## config.mk

```make
export PLATFORM = sky130hd
export DESIGN_NAME = seq_detector_param
export DESIGN_NICKNAME = d
export VERILOG_FILES = /design/src/rtl/seq_detector_param.sv
export SDC_FILE = /design/constraint.sdc
export NUM_CORES = 1
export LEC_CHECK = 0
export BUFFER_PORTS_ARGS = -buffer_cell sky130_fd_sc_hd__buf_4
export CORE_UTILIZATION = 30
export CTS_BUF_LIST = sky130_fd_sc_hd__clkbuf_16
export DETAILED_ROUTE_END_ITERATION = 8
export SLEW_MARGIN = 20
export SYNTH_ARGS = -nofsm -noshare
export SYNTH_HDL_FRONTEND = slang
export SYNTH_SLANG_ARGS = --single-unit
```

## constraint.sdc

```tcl
create_clock -name clk_i -period 3.7 [get_ports clk_i]
set_input_delay 1.11 -clock clk_i [delete_from_list [all_inputs] [get_ports clk_i]]
set_output_delay 1.11 -clock clk_i [all_outputs]
set_load 0.05 [all_outputs]
```

## src/rtl/seq_detector_param.sv

```systemverilog
// Run-time programmable Mealy serial pattern detector with overlap control
// and a saturating match counter.
module seq_detector_param #(
    parameter int                   MAX_LEN     = 8,
    parameter int                   CNT_W       = 16,
    parameter logic [MAX_LEN-1:0]   DEF_PATTERN = 8'b0000_1001,
    parameter int                   DEF_LEN     = 4,
    localparam int                  LEN_W       = $clog2(MAX_LEN + 1)
) (
    input  logic                clk_i,
    input  logic                rst_ni,
    input  logic                en_i,
    input  logic                w_i,
    input  logic                cfg_load_i,
    input  logic [MAX_LEN-1:0]  cfg_pattern_i,
    input  logic [LEN_W-1:0]    cfg_len_i,
    input  logic                cfg_overlap_i,
    input  logic                cnt_clr_i,
    output logic                z_o,
    output logic [CNT_W-1:0]    match_cnt_o,
    output logic                cfg_err_o
);

    logic [MAX_LEN-1:0] pattern_q, pattern_d;
    logic [MAX_LEN-1:0] hist_q, hist_d;
    logic [LEN_W-1:0]   len_q, len_d;
    logic [LEN_W-1:0]   fill_q, fill_d;
    logic               overlap_q, overlap_d;
    logic [CNT_W-1:0]   match_cnt_q, match_cnt_d;
    logic               cfg_err_q, cfg_err_d;

    logic [MAX_LEN-1:0] cand;
    logic [MAX_LEN-1:0] mask;
    logic               cfgValid;
    logic               fillOk;
    logic               patMatch;

    assign cand     = {hist_q[MAX_LEN-2:0], w_i};
    // Shifting past MAX_LEN yields zero, so len_q == MAX_LEN gives an all-ones mask.
    assign mask     = ~({MAX_LEN{1'b1}} << len_q);
    assign cfgValid = (cfg_len_i != '0) && (cfg_len_i <= LEN_W'(MAX_LEN));
    assign fillOk   = (fill_q >= (len_q - LEN_W'(1)));
    assign patMatch = ((cand & mask) == (pattern_q & mask));

    assign z_o         = rst_ni & en_i & ~cfg_load_i & fillOk & patMatch;
    assign match_cnt_o = match_cnt_q;
    assign cfg_err_o   = cfg_err_q;

    always_comb begin
        pattern_d   = pattern_q;
        len_d       = len_q;
        overlap_d   = overlap_q;
        hist_d      = hist_q;
        fill_d      = fill_q;
        cfg_err_d   = 1'b0;
        match_cnt_d = match_cnt_q;

        // A load always drops the current bit; a rejected load leaves everything intact.
        if (cfg_load_i) begin
            if (cfgValid) begin
                pattern_d = cfg_pattern_i;
                len_d     = cfg_len_i;
                overlap_d = cfg_overlap_i;
                hist_d    = '0;
                fill_d    = '0;
            end else begin
                cfg_err_d = 1'b1;
            end
        end else if (en_i) begin
            if (z_o && !overlap_q) begin
                hist_d = '0;
                fill_d = '0;
            end else begin
                hist_d = cand;
                fill_d = (fill_q < len_q) ? fill_q + LEN_W'(1) : len_q;
            end
        end

        if (cnt_clr_i) begin
            match_cnt_d = '0;
        end else if (z_o && (match_cnt_q != {CNT_W{1'b1}})) begin
            match_cnt_d = match_cnt_q + CNT_W'(1);
        end
    end

    always_ff @(posedge clk_i or negedge rst_ni) begin
        if (!rst_ni) begin
            pattern_q   <= DEF_PATTERN;
            len_q       <= LEN_W'(DEF_LEN);
            overlap_q   <= 1'b1;
            hist_q      <= '0;
            fill_q      <= '0;
            match_cnt_q <= '0;
            cfg_err_q   <= 1'b0;
        end else begin
            pattern_q   <= pattern_d;
            len_q       <= len_d;
            overlap_q   <= overlap_d;
            hist_q      <= hist_d;
            fill_q      <= fill_d;
            match_cnt_q <= match_cnt_d;
            cfg_err_q   <= cfg_err_d;
        end
    end

endmodule

```

==> flow_summary_export.csv <==
group,metric,value,unit
timing,setup_repair_after_global_routing_missed_its_margin,"no",
placed_design,placement.io_buffers,36,
detailed_routing,routed_via_density,5.077,
worst_setup_path,cp_data_arrival_time,2.39,ns
timing,clock-skew-final,0.006898,ns
die,initial_utilization,0.3151,
job,drv_cap,0,
hold_path,min-delay-start,"pattern_q[2]",
die,fp-row-count,31,
pwr,powerDensity,448.5,nW/um^2
yosys,yosys.cell_types.count,40,
clock_tree,clkLatencyLatePin,0.28,ns
yosys,syn-instance-count,229,
die,chipHeight,89.98,um
clock_tree,cts_root_buffer,"sky130_fd_sc_hd__clkbuf_16",
die,floorplan.die.width,89.98,um
cells_and_area,syn2layout_area_growth,22.58,%
cells_and_area,layout-drive-gt1-share,0.2556,
pwr,leakage,1.244,nW
clock_tree,tritoncts.num_buffers,5,
detailed_routing,route.detailed.wl_per_inst,13.97,um
timing,final_period_minus_worst_setup_slack,3.500,ns
detailed_routing,detailedRoute.firstPassIterationCount,4,
detailed_routing,initialDrtViolationCount,76,
detailed_routing,routed-via-count,1853,
timing,report.final.hold_viol_count,0,
yosys,synth.cell_area,2322,sq um
clock_tree,path_clk_slew,0.06,ns
yosys,synth_edf_count,0,
clock_tree,clk_path_buf_depth,2,
timing,timing.final.setup_violations,0,
placed_design,place.detailed.hpwl,3682,um
die,area_of_the_core,7370,sq um
cells_and_area,finish.net_count,299,
worst_setup_path,critical-path-max-stage-delay,0.44,ns
worst_setup_path,startpoint,"len_q[1]",
pwr,max-vdd-ir-drop,0.2614,mV
detailed_routing,route.final.wire_length,5098,um
hold_path,hp-class,"reg2reg",
yosys,synth_top_flop_cell,"sky130_fd_sc_hd__dfrtp_1",
cells_and_area,fill_cells,758,
global_routing,grt_pass1_wl,8735,um
detailed_routing,postRouteAntennaNets,0,
worst_setup_path,critical_path.endpoint_type,"output port",
yosys,seq_area_frac_synth,0.4440,
yosys,synth-async-reset-ratio,1.000,
yosys,yosys_register_bits,41,
timing,fin_tns_setup,0,ns
cells_and_area,n_antenna_cell,0,
worst_setup_path,cpMaxStageDelayCell,"sky130_fd_sc_hd__dfrtp_1",
global_routing,grt_pass1_vias,1793,
cells_and_area,final_core_utilization,0.3862,
worst_setup_path,critPathTopFamily,"buffers and inverters",
worst_setup_path,cp.required,2.59,ns
timing,slew_headroom,0.4140,
die,die-area,8096,sq um
die,num_io_pins,37,
global_routing,antenna_found_initial,0,
clock_tree,cts_tree,"yes",
worst_setup_path,cp_bufs_invs,4,
yosys,mean_instance_size_in_the_synthesized_netlist,10.14,sq um
cells_and_area,area_occupied_by_multi_input_gates,1216,sq um
timing,worst_pin_slew,0.8749,ns
yosys,synth_fp_nets,262,
global_routing,grt_start_max_net_pins,42,
worst_setup_path,timing_worst_setup_path_type,"reg2out",
detailed_routing,remaining_drc_errors,0,
worst_setup_path,crit_chain,"inv_1 > ha_1 > inv_1 > ha_1 > or2_1 > a222oi_1 > buf_4 > nand3_1 > nor2_2 > buf_4",
global_routing,grt_util_all_layers,0.1344,
global_routing,grt.overflow.total,0,
cells_and_area,final-seq-area,1031,sq um
timing,finalMaxSlewViolations,0,
placed_design,placer_congestion,0.7926,
worst_setup_path,crit-reg2reg-launch,"len_q[1]",
clock_tree,hold_buf_count_cts,0,
yosys,yosysWarnings,0,
worst_setup_path,crit_fanout,7,
timing,maximum_clock_frequency,0.2857,GHz
clock_tree,cts_max_level,2,
clock_tree,clock_sinks,41,
status,run_status,"complete, no violations",
timing,timing.final.crit_share,0.9459,
worst_setup_path,worstSetupStartpointType,"flop",
==> layout make-up <==
type / count / area share
clock inverter: 2 / 0.003077
clock buffer: 5 / 0.04396
multi-input combinational: 168 / 0.4273
sequential: 41 / 0.3622
inverter: 9 / 0.01187
tap: 99 / 0.04352
timing repair buffer: 41 / 0.1081
==> sequential cells by signal (all words and copies together) (netlist names) <==
name         cells
cfg_err_o        1
match_cnt_o     16
pattern_q        8
len_q            4
fill_q           4
overlap_q        1
hist_q           7
==> Yosys cell counts, types with 7 or more instances <==
library cell               n  area, sq um
sky130_fd_sc_hd__a22o_1    7        61.31
sky130_fd_sc_hd__dfrtp_1  37        925.9
sky130_fd_sc_hd__or4_1     7        52.55
sky130_fd_sc_hd__xnor2_1   7        61.31
sky130_fd_sc_hd__mux2_2   14        157.7
sky130_fd_sc_hd__nand2_1  12        45.04
sky130_fd_sc_hd__ha_1     14        175.2
sky130_fd_sc_hd__inv_1     9        33.78
sky130_fd_sc_hd__a21oi_1  19        95.09
sky130_fd_sc_hd__nor2b_1   7        43.79
sky130_fd_sc_hd__o21ai_0  12        60.06
sky130_fd_sc_hd__nand3_1   8        40.04
sky130_fd_sc_hd__nor2_1    7        26.28
sky130_fd_sc_hd__o31ai_1   7        52.55
==> power breakdown <==
group | switching [mW] | internal (mW) | leakage (nW)
clock network | 0.166 | 0.242 | 0.0709
logic | 0.160 | 0.155 | 0.638
registers | 0.0528 | 0.500 | 0.535
==> layer usage <==
layer | GRT usage | up-vias | share of wire
met3 | 0.04230 | 5 | 0.045
met1 | 0.1828 | 892 | 0.49
li1 | - | 911 | -
met2 | 0.2083 | 45 | 0.46
met5 | 0 | - | 0
met4 | 0.03226 | 0 | 0.0094
==> what timing repair did <==
action / in CTS / in global routing
setup endpoints to repair: 0 / 1
gates resized for setup: 0 / 0
setup buffers: 0 / 1
==> worst paths after layout <==
path,to,slack [ns],depth (start not counted)
min reg2reg,pattern_q[2],0.52,1
min,pattern_q[2],0.52,1
max,z_o,0.20,10
max reg2reg,match_cnt_o[6],0.88,11
max in group asynchronous,len_q[2],2.39,2
min in group asynchronous,match_cnt_o[14],0.92,2
==> cells in the final DEF, fill, tap and decap left out, drive strengths merged, types with 2 or more instances in the layout <==
cell type	count
o22ai	3
nand4	2
a31oi	2
inv	10
nand2b	6
nand2	12
nand3	8
or3	6
xor2	4
o31ai	7
xnor2	7
or2	2
nor2	7
nor4	2
buf	41
nor2b	7
o21ai	12
dfrtp	37
and3	3
nor3	5
a22o	7
mux2	14
dfstp	4
mux2i	4
clkbuf	5
a21oi	19
or4	7
ha	14
==> cells by family after synthesis <==
group | share of synthesized area
and+or+nand+nor | 0.1654
AOI/OAI and AO/OA | 0.1519
DFF | 0.4440
buffers and inverters | 0.03664
muxes | 0.08513
adders and majority gates | 0.07543
xor gates and xnor gates | 0.04149
==> metrics by stage <==
| step | setup WS (ns) | power, mW | instances | cell area (sq um) | hold WS (ns) |
|---|---|---|---|---|---|
| final | 0.2002 | 1.277 | 365 | 2846 | 0.5248 |
| after global routing | 0.03127 | 1.368 | 365 | 2846 | 0.5551 |
| after CTS | 0.1431 | 1.288 | 364 | 2839 | 0.5257 |
| after detailed placement | 0.2382 | 0.8705 | 357 | 2705 | 0.5096 |
| after global placement | 0.2550 | 0.8656 | 357 | 2705 | 0.5057 |
| after floorplan | 0.04639 | 0.7841 | 229 | 2325 | 0.4868 |
No activity file was read; power rests on OpenSTA's default activity.
